**src/rtl/carry_chain_pkg.sv**
```systemverilog
// Shared constants for the carry-chain pipeline: slice width and stage count.
package carry_chain_pkg;

  localparam int SLICE_W = 4;

  function automatic int num_stages(input int width);
    return width / SLICE_W;
  endfunction

endpackage

```
**src/rtl/carry_chain_slice.sv**
```systemverilog
// One registered 4-bit carry-mux stage: S/DI generation, mux carry chain, enabled register.
module carry_chain_slice
  import carry_chain_pkg::*;
(
  input  logic               clk_i,
  input  logic               rst_i,
  input  logic               en_i,
  input  logic [SLICE_W-1:0] a_i,
  input  logic [SLICE_W-1:0] b_i,
  input  logic               ci_i,
  output logic [SLICE_W-1:0] o_o,
  output logic               co_o
);

  logic [SLICE_W-1:0] s;
  logic [SLICE_W-1:0] di;
  logic [SLICE_W:0]   c;
  logic [SLICE_W-1:0] o_d;
  logic               co_d;
  logic [SLICE_W-1:0] o_q;
  logic               co_q;

  // b_i arrives already conditionally inverted for subtraction
  always_comb begin
    s    = a_i ^ b_i;
    di   = a_i;
    c    = '0;
    o_d  = '0;
    c[0] = ci_i;
    for (int i = 0; i < SLICE_W; i++) begin
      c[i+1] = s[i] ? c[i] : di[i];
      o_d[i] = s[i] ^ c[i];
    end
    co_d = c[SLICE_W];
  end

  always_ff @(posedge clk_i) begin
    if (rst_i) begin
      o_q  <= '0;
      co_q <= 1'b0;
    end else if (en_i) begin
      o_q  <= o_d;
      co_q <= co_d;
    end
  end

  assign o_o  = o_q;
  assign co_o = co_q;

endmodule

```
**src/rtl/carry_chain_pipe.sv**
```systemverilog
// Pipelined add/sub: one 4-bit carry slice per stage, operands skewed in and results deskewed out.
// Defining CARRY_CHAIN_PIPE_OVF_EN adds the signed-overflow output OVF.
module carry_chain_pipe
  import carry_chain_pkg::*;
#(
  parameter int WIDTH  = 16,
  parameter int STAGES = num_stages(WIDTH)
) (
  input  logic             CLK,
  input  logic             RST,
  input  logic             IN_VALID,
  output logic             IN_READY,
  input  logic [WIDTH-1:0] A,
  input  logic [WIDTH-1:0] B,
  input  logic             SUB,
  output logic             OUT_VALID,
  input  logic             OUT_READY,
  output logic [WIDTH-1:0] O,
  output logic             CO
`ifdef CARRY_CHAIN_PIPE_OVF_EN
  ,
  output logic             OVF
`endif
);

  logic                              adv;
  logic [STAGES-1:0]                 valid_q;
  logic [WIDTH-1:0]                  b_eff;
  logic [WIDTH-1:0]                  a_skew_q  [STAGES-1];
  logic [WIDTH-1:0]                  b_skew_q  [STAGES-1];
  logic [WIDTH-SLICE_W-1:0]          res_dsk_q [STAGES-1];
  logic [STAGES-1:0][SLICE_W-1:0]    slice_o;
  logic [STAGES-1:0]                 slice_co;

  assign adv       = !valid_q[STAGES-1] || OUT_READY;
  assign IN_READY  = adv;
  assign OUT_VALID = valid_q[STAGES-1];
  assign b_eff     = SUB ? ~B : B;

  always_ff @(posedge CLK) begin
    if (RST) begin
      valid_q <= '0;
    end else if (adv) begin
      valid_q <= {valid_q[STAGES-2:0], IN_VALID};
    end
  end

  // Skew: each rank drops the nibble its slice just consumed
  always_ff @(posedge CLK) begin
    if (adv) begin
      a_skew_q[0] <= A >> SLICE_W;
      b_skew_q[0] <= b_eff >> SLICE_W;
      for (int k = 1; k < STAGES-1; k++) begin
        a_skew_q[k] <= a_skew_q[k-1] >> SLICE_W;
        b_skew_q[k] <= b_skew_q[k-1] >> SLICE_W;
      end
    end
  end

  // Deskew: finished nibbles shift down as new ones enter at the top
  always_ff @(posedge CLK) begin
    if (RST) begin
      for (int k = 0; k < STAGES-1; k++) res_dsk_q[k] <= '0;
    end else if (adv) begin
      res_dsk_q[0] <= (WIDTH-SLICE_W)'(slice_o[0]) << (WIDTH - 2*SLICE_W);
      for (int k = 1; k < STAGES-1; k++) begin
        res_dsk_q[k] <= {slice_o[k], res_dsk_q[k-1][WIDTH-SLICE_W-1:SLICE_W]};
      end
    end
  end

  for (genvar k = 0; k < STAGES; k++) begin : g_stage
    logic [SLICE_W-1:0] a_s;
    logic [SLICE_W-1:0] b_s;
    logic               ci;

    if (k == 0) begin : g_head
      assign a_s = A[SLICE_W-1:0];
      assign b_s = b_eff[SLICE_W-1:0];
      assign ci  = SUB;
    end else begin : g_body
      assign a_s = a_skew_q[k-1][SLICE_W-1:0];
      assign b_s = b_skew_q[k-1][SLICE_W-1:0];
      assign ci  = slice_co[k-1];
    end

    carry_chain_slice u_slice (
      .clk_i (CLK),
      .rst_i (RST),
      .en_i  (adv),
      .a_i   (a_s),
      .b_i   (b_s),
      .ci_i  (ci),
      .o_o   (slice_o[k]),
      .co_o  (slice_co[k])
    );
  end

  assign O  = {slice_o[STAGES-1], res_dsk_q[STAGES-2]};
  assign CO = slice_co[STAGES-1];

`ifdef CARRY_CHAIN_PIPE_OVF_EN
  // Same-sign operands giving an opposite-sign result is equivalent to MSB carry-in XOR carry-out
  logic a_msb_q;
  logic b_msb_q;

  always_ff @(posedge CLK) begin
    if (RST) begin
      a_msb_q <= 1'b0;
      b_msb_q <= 1'b0;
    end else if (adv) begin
      a_msb_q <= a_skew_q[STAGES-2][SLICE_W-1];
      b_msb_q <= b_skew_q[STAGES-2][SLICE_W-1];
    end
  end

  assign OVF = (a_msb_q == b_msb_q) && (O[WIDTH-1] != a_msb_q);
`endif

endmodule

```
**config.mk**
```make
export PLATFORM = sky130hd
export DESIGN_NAME = carry_chain_pipe
export DESIGN_NICKNAME = d
export VERILOG_FILES = /design/src/rtl/carry_chain_pkg.sv /design/src/rtl/carry_chain_slice.sv /design/src/rtl/carry_chain_pipe.sv
export SDC_FILE = /design/constraint.sdc
export NUM_CORES = 1
export LEC_CHECK = 0
export CAP_MARGIN = 20
export CORE_ASPECT_RATIO = 0.75
export CORE_MARGIN = 2
export CORE_UTILIZATION = 40
export DETAILED_ROUTE_END_ITERATION = 10
export SLEW_MARGIN = 20
export SYNTH_ARGS = -nofsm -noshare
export SYNTH_HDL_FRONTEND = slang
export SYNTH_HIERARCHICAL = 1
export SYNTH_SLANG_ARGS = --single-unit
```
**constraint.sdc**
```tcl
create_clock -name CLK -period 2.1 [get_ports CLK]
set_input_delay 0.42 -clock CLK [delete_from_list [all_inputs] [get_ports CLK]]
set_output_delay 0.42 -clock CLK [all_outputs]
set_load 0.01 [all_outputs]
```
Yosys cells after proc, flatten, opt, wreduce, memory -nomap -nowiden
Memory sizes are Yosys's and may differ from the RTL's.
Index checks and enable logic that the tools add are counted.
{ "op_classes": {"n_mux": 26, "bitwise_logic": 24, "reduce_logical": 2} }
{ "ops": {"columns": ["cell", "n"], "rows": [
  ["two-way mux 12 bit", 3],
  ["two-way mux 1 bit", 22],
  ["two-way mux 16 bit", 1],
  ["NOT 16 bit", 1],
  ["XOR 1 bit", 16],
  ["XOR 4 bit", 4],
  ["bitwise OR 1 bit", 3],
  ["zero test 1 bit", 1],
  ["logical OR 1 bit", 1]
]} }
{ "word_totals": {"ff_bits": 24, "ram_bits": 108, "inputBits": 37, "memories": 3} }
{ "memory_table": {"columns": ["name", "depth", "width", "rd", "rd_clocked_by_memory_dff", "write_ports", "line_no", "source"], "rows": [
  ["a_skew_q", 3, 12, 3, 0, 3, "carry_chain_pipe.sv:29", "logic [WIDTH-1:0] a_skew_q [STAGES-1];"],
  ["b_skew_q", 3, 12, 3, 0, 3, "carry_chain_pipe.sv:30", "logic [WIDTH-1:0] b_skew_q [STAGES-1];"],
  ["res_dsk_q", 3, 12, 3, 0, 3, "carry_chain_pipe.sv:31", "logic [WIDTH-SLICE_W-1:0] res_dsk_q [STAGES-1];"]
]} }

Logic depth before layout (Yosys ltp)
{ "logic_depth": {"ltp_word": 7, "mapped_depth": 7, "ltp_nobuf": 6} }

By module
Netlist, hierarchy kept.
{ "modules_own_cells": {"columns": ["module", "instances", "cells_per_inst", "area_per_inst_um2"], "rows": [
  ["carry_chain_pipe", 1, 148, 2910.3],
  ["carry_chain_slice", 4, 38, 339.1]
]} }

Worst setup path before layout
Ideal clock, no wire load.
{ "synth_path": {"path_type": "register to register", "start": "register valid_q[3]", "end": "register g_stage[1].u_slice.o_q[3]", "setup_ns": 0.082, "arrival_ns": 1.796, "required_ns": 2.018, "path_slack_ns": 0.221, "path_stages_with_launch": 8, "synth_period_minus_slack_ns": 1.879, "path_cell_list": "dfxtp_1 -> nor2b_4 -> buf_6 -> inv_2 -> buf_4 -> nor3b_1 -> nand2_1 -> o221ai_1"} }
{ "synth_via": {"elab_chain_len": 2} }
{ "synth_lines": {"columns": ["element", "line_no", "source"], "rows": [
  ["from (decl)", "carry_chain_pipe.sv:27", "logic [STAGES-1:0] valid_q;"],
  ["from (signal assigned)", "carry_chain_pipe.sv:44", "valid_q <= {valid_q[STAGES-2:0], IN_VALID};"],
  ["zero test 1 bit", "carry_chain_pipe.sv:35", "assign adv = !valid_q[STAGES-1] || OUT_READY;"],
  ["logical OR 1 bit", "carry_chain_pipe.sv:35", null],
  ["via IN_READY", "carry_chain_pipe.sv:12", "output logic IN_READY,"],
  ["to (signal assigned)", "carry_chain_slice.sv:39", "o_q <= '0;"],
  ["to (signal assigned)", "carry_chain_slice.sv:42", "o_q <= o_d;"],
  ["to (decl)", "carry_chain_slice.sv:20", "logic [SLICE_W-1:0] o_q;"]
]} }
The timed path passes the listed nets, and every way through them passes these cells.
A chain may end at the register's enable or synchronous reset.

Final worst setup path
{ "layout_path": {"start": "input port OUT_READY", "end": "output port IN_READY"} }
{ "layout_via": {"elab_chain_len": 1} }
{ "layout_lines": {"columns": ["element", "line_no", "source"], "rows": [
  ["from (decl)", "carry_chain_pipe.sv:17", "input logic OUT_READY,"],
  ["logical OR 1 bit", "carry_chain_pipe.sv:35", null],
  ["to (decl)", "carry_chain_pipe.sv:12", null]
]} }
No other way between the ends.

==> key figures <==
Placed design
  • GPL Wtd Cong: 0.7525
  • Pre-CTS setup slack: -69.86 ps
  • HPWL Detailed: 4.514 mm
  • IO buf count: 55

Yosys
  • Largest cells by area after synthesis: edfxtp_1 51%, dfxtp_1 11%, nor3b_2 5.9%
  • Post-Synthesis Cells: 300
  • Synth warn: 6
  • Cell with the most instances after synthesis: edfxtp_1
  • Yosys top cell area share: 0.5067
  • Post-Syn Area: 4267 um^2
  • Synth unique cells: 27
  • Seq cells post-synth: 96
  • Post-synthesis sequential area ratio: 0.6194
  • Leading area contributor after synthesis: edfxtp_1
  • Main flop type after synthesis: edfxtp_1
  • FFs w/ async S/R, synth: 0
  • Post-synth top cells: 72 x edfxtp_1, 28 x xnor2_1, 24 x dfxtp_1
  • Post-synth EDFFs: 72
  • Post-Syn Area per Cell: 14.22 um^2
  • Syn Nets: 337

Timing
  • Total negative slack: 0 ps
  • Fin crit period: 2014 ps
  • Worst Tran Pin Value: 426.1 ps
  • Max-slew headroom: 0.7160
  • Pins Over Slew Limit: 0
  • Max frequency: 496.5 MHz
  • Fin Clk Skew: 8.371 ps
  • Final setup viols: 0
  • Final Cycle Share: 0.9590
  • Final hold violations: 0
  • Final hold slack: 417.4 ps
  • RSZ-0062 raised after global routing: false
  • Fin worst setup slack: 86.06 ps

Global route
  • First-pass GRT wire length: 10.76 mm
  • Global Route Usage Sum: 0.1228
  • Grt total ovfl: 0
  • Largest net degree at the start of global routing: 52
  • Initial antenna violation count: 0
  • Number of global-route vias before repair: 2263

CTS
  • Total CTS buffers: 9
  • Worst-skew pair later-pin latency: 350 ps
  • Clock buffer depth: 2
  • Root Driver: clkbuf_16
  • Cts repair resizes: 0
  • Clk slew on worst S/H paths: 70 ps
  • Post-CTS Hold Fix Bufs: 0
  • CTS tree: done
  • Post-CTS Setup Inserts: 0
  • Clk sinks: 96
  • CTS H-Tree Depth: 3

Power and ir drop
  • PD cells: 867.8 nW/um^2
  • VDD IR max: 472.7 uV
  • Leak: 1.993 nW

Worst hold path
  • Hold Crit Start: a_skew_q[0][5]
  • Hold endpoint: a_skew_q[0][13]
  • Worst Hold Depth: 0
  • Min-delay worst type: reg -> reg

Detailed routing
  • Post-route ant nets: 0
  • DR WL/cell: 13.10 um
  • TritonRoute pass-1 iters: 4
  • Via density per instance: 4.703
  • # DRC: 0
  • Initial DRC count: 138
  • Via Count: 2347
  • Routed wire length: 6.538 mm

Critical path
  • Setup CP Type: in -> out
  • CP startpoint kind: input port
  • Critical path required time: 1680 ps
  • FF-to-FF Start: b_skew_q[0][20]
  • Crit path DAT: 1590 ps
  • R2R cell count: 5
  • R2R Path End: g_stage[3].u_slice/o_o[2]
  • Setup crit end kind: primary output
  • Max Fanout on Critical Path: 2
  • Reg2Reg Setup Slack: 530 ps

Final layout
  • Util after Layout: 0.5051
  • Layout cells sized above 1: 0.1736
  • NumNets Final: 395
  • Layout area overhead: 22.29%
  • N_diodes: 0

Die
  • Row count: 32
  • Initial Util: 0.4130
  • Die Ht: 93.44 um
  • Die Span X: 123.3 um
  • Core Area: 10330 um^2
  • IO Pins: 56
  • Die area: 11520 um^2

Run
  • MaxCap Viol Count: 0

Outcome
  • Status: finished, final reports clean
cell usage in the layout (no fill, tap or decap):
cell type | netlist | routed
clkdlybuf4s50_1 | 0 | 54
and2_1 | 4 | 4
nor3b_1 | 8 | 8
a21oi_1 | 9 | 9
buf_2 | 2 | 1
nand2_1 | 8 | 8
nand2b_1 | 8 | 8
mux2i_1 | 14 | 14
xnor2_1 | 28 | 28
o22ai_1 | 4 | 4
clkinv_4 | 0 | 2
o21ba_1 | 4 | 4
buf_12 | 0 | 1
nor2_1 | 16 | 16
buf_4 | 18 | 15
xor2_1 | 16 | 16
o21ai_0 | 9 | 9
maj3_2 | 8 | 8
dfxtp_1 | 24 | 24
a311oi_1 | 4 | 4
nor2b_4 | 1 | 1
clkbuf_16 | 0 | 9
edfxtp_1 | 72 | 72
nor3b_2 | 20 | 20
nand4bb_1 | 1 | 1
inv_1 | 1 | 1
o221ai_1 | 8 | 8
inv_8 | 0 | 2
clkinv_2 | 0 | 1
o21ai_1 | 4 | 4
inv_6 | 0 | 3
nand3b_1 | 4 | 4
area by class of cell:
type	count	area [um^2]
Fill cell	919	5112
Clock inverter	7	66.31
Multi-Input combinational cell	178	1426
Clock buffer	9	225.2
Tap cell	136	170.2
Inverter	2	8.758
Timing Repair Buffer	71	678.2
Sequential cell	96	2643
state kept, by name, indices dropped and copies added (netlist names):
signal                cells
g_stage.u_slice/o_o      16
a_skew_q                 24
g_stage.u_slice/co_o      4
b_skew_q                 24
valid_q                   4
res_dsk_q                24
worst max-delay path by stage:
stage | to | slack [ps] | cells after the start | from
floorplan | g_stage[1].u_slice/o_o[3] | 220 | 7 | valid_q[3]
finish | IN_READY | 90 | 4 | OUT_READY
CTS | IN_READY | 70 | 4 | OUT_READY
detailed placement | g_stage[0].u_slice/o_o[2] | -70 | 7 | SUB
global route | IN_READY | 30 | 4 | OUT_READY
global placement | g_stage[0].u_slice/o_o[2] | -70 | 7 | SUB
per-stage QoR:
step / instances / power, mW / area [um^2]
final: 499 / 4.528 / 5218
after global routing: 499 / 4.749 / 5218
after CTS: 499 / 4.592 / 5218
after detailed placement: 483 / 2.995 / 4926
after global placement: 483 / 2.978 / 4926
after floorplan: 300 / 2.770 / 4267
power by group:
| group | leakage [nW] | total (mW) | internal [mW] | switching [mW] |
|---|---|---|---|---|
| Combinational | 0.853 | 0.599 | 0.361 | 0.238 |
| Clock | 0.145 | 1.58 | 0.836 | 0.749 |
| Sequential | 0.995 | 2.34 | 2.24 | 0.104 |
| Total | 1.99 | 4.53 | 3.44 | 1.09 |
critical path: stages:
cell and delay, ps:
clkdlybuf4s50_1 520, nor2b_4 60, clkinv_2 50, clkdlybuf4s50_1 550
cell families (layout without fill, tap and decap cells):
kind of cell | count (synthesis) | in the layout | share of synthesized area
DFF | 96 | 96 | 0.6194
and+or+nand+nor | 70 | 70 | 0.1243
xor gates and xnor gates | 44 | 44 | 0.09032
AOI/OAI and AO/OA | 42 | 42 | 0.06569
buffers and inverters | 26 | 89 | 0.04633
muxes | 14 | 14 | 0.03284
adders and majority gates | 8 | 8 | 0.02112
per-layer routing:
metal,share of wire,global-route usage
met1,0.49,0.1601
met2,0.45,0.1827
met3,0.055,0.05610
met4,0.012,0.03693
met5,0,0
Note: power is estimated with default switching activity, not from simulation.
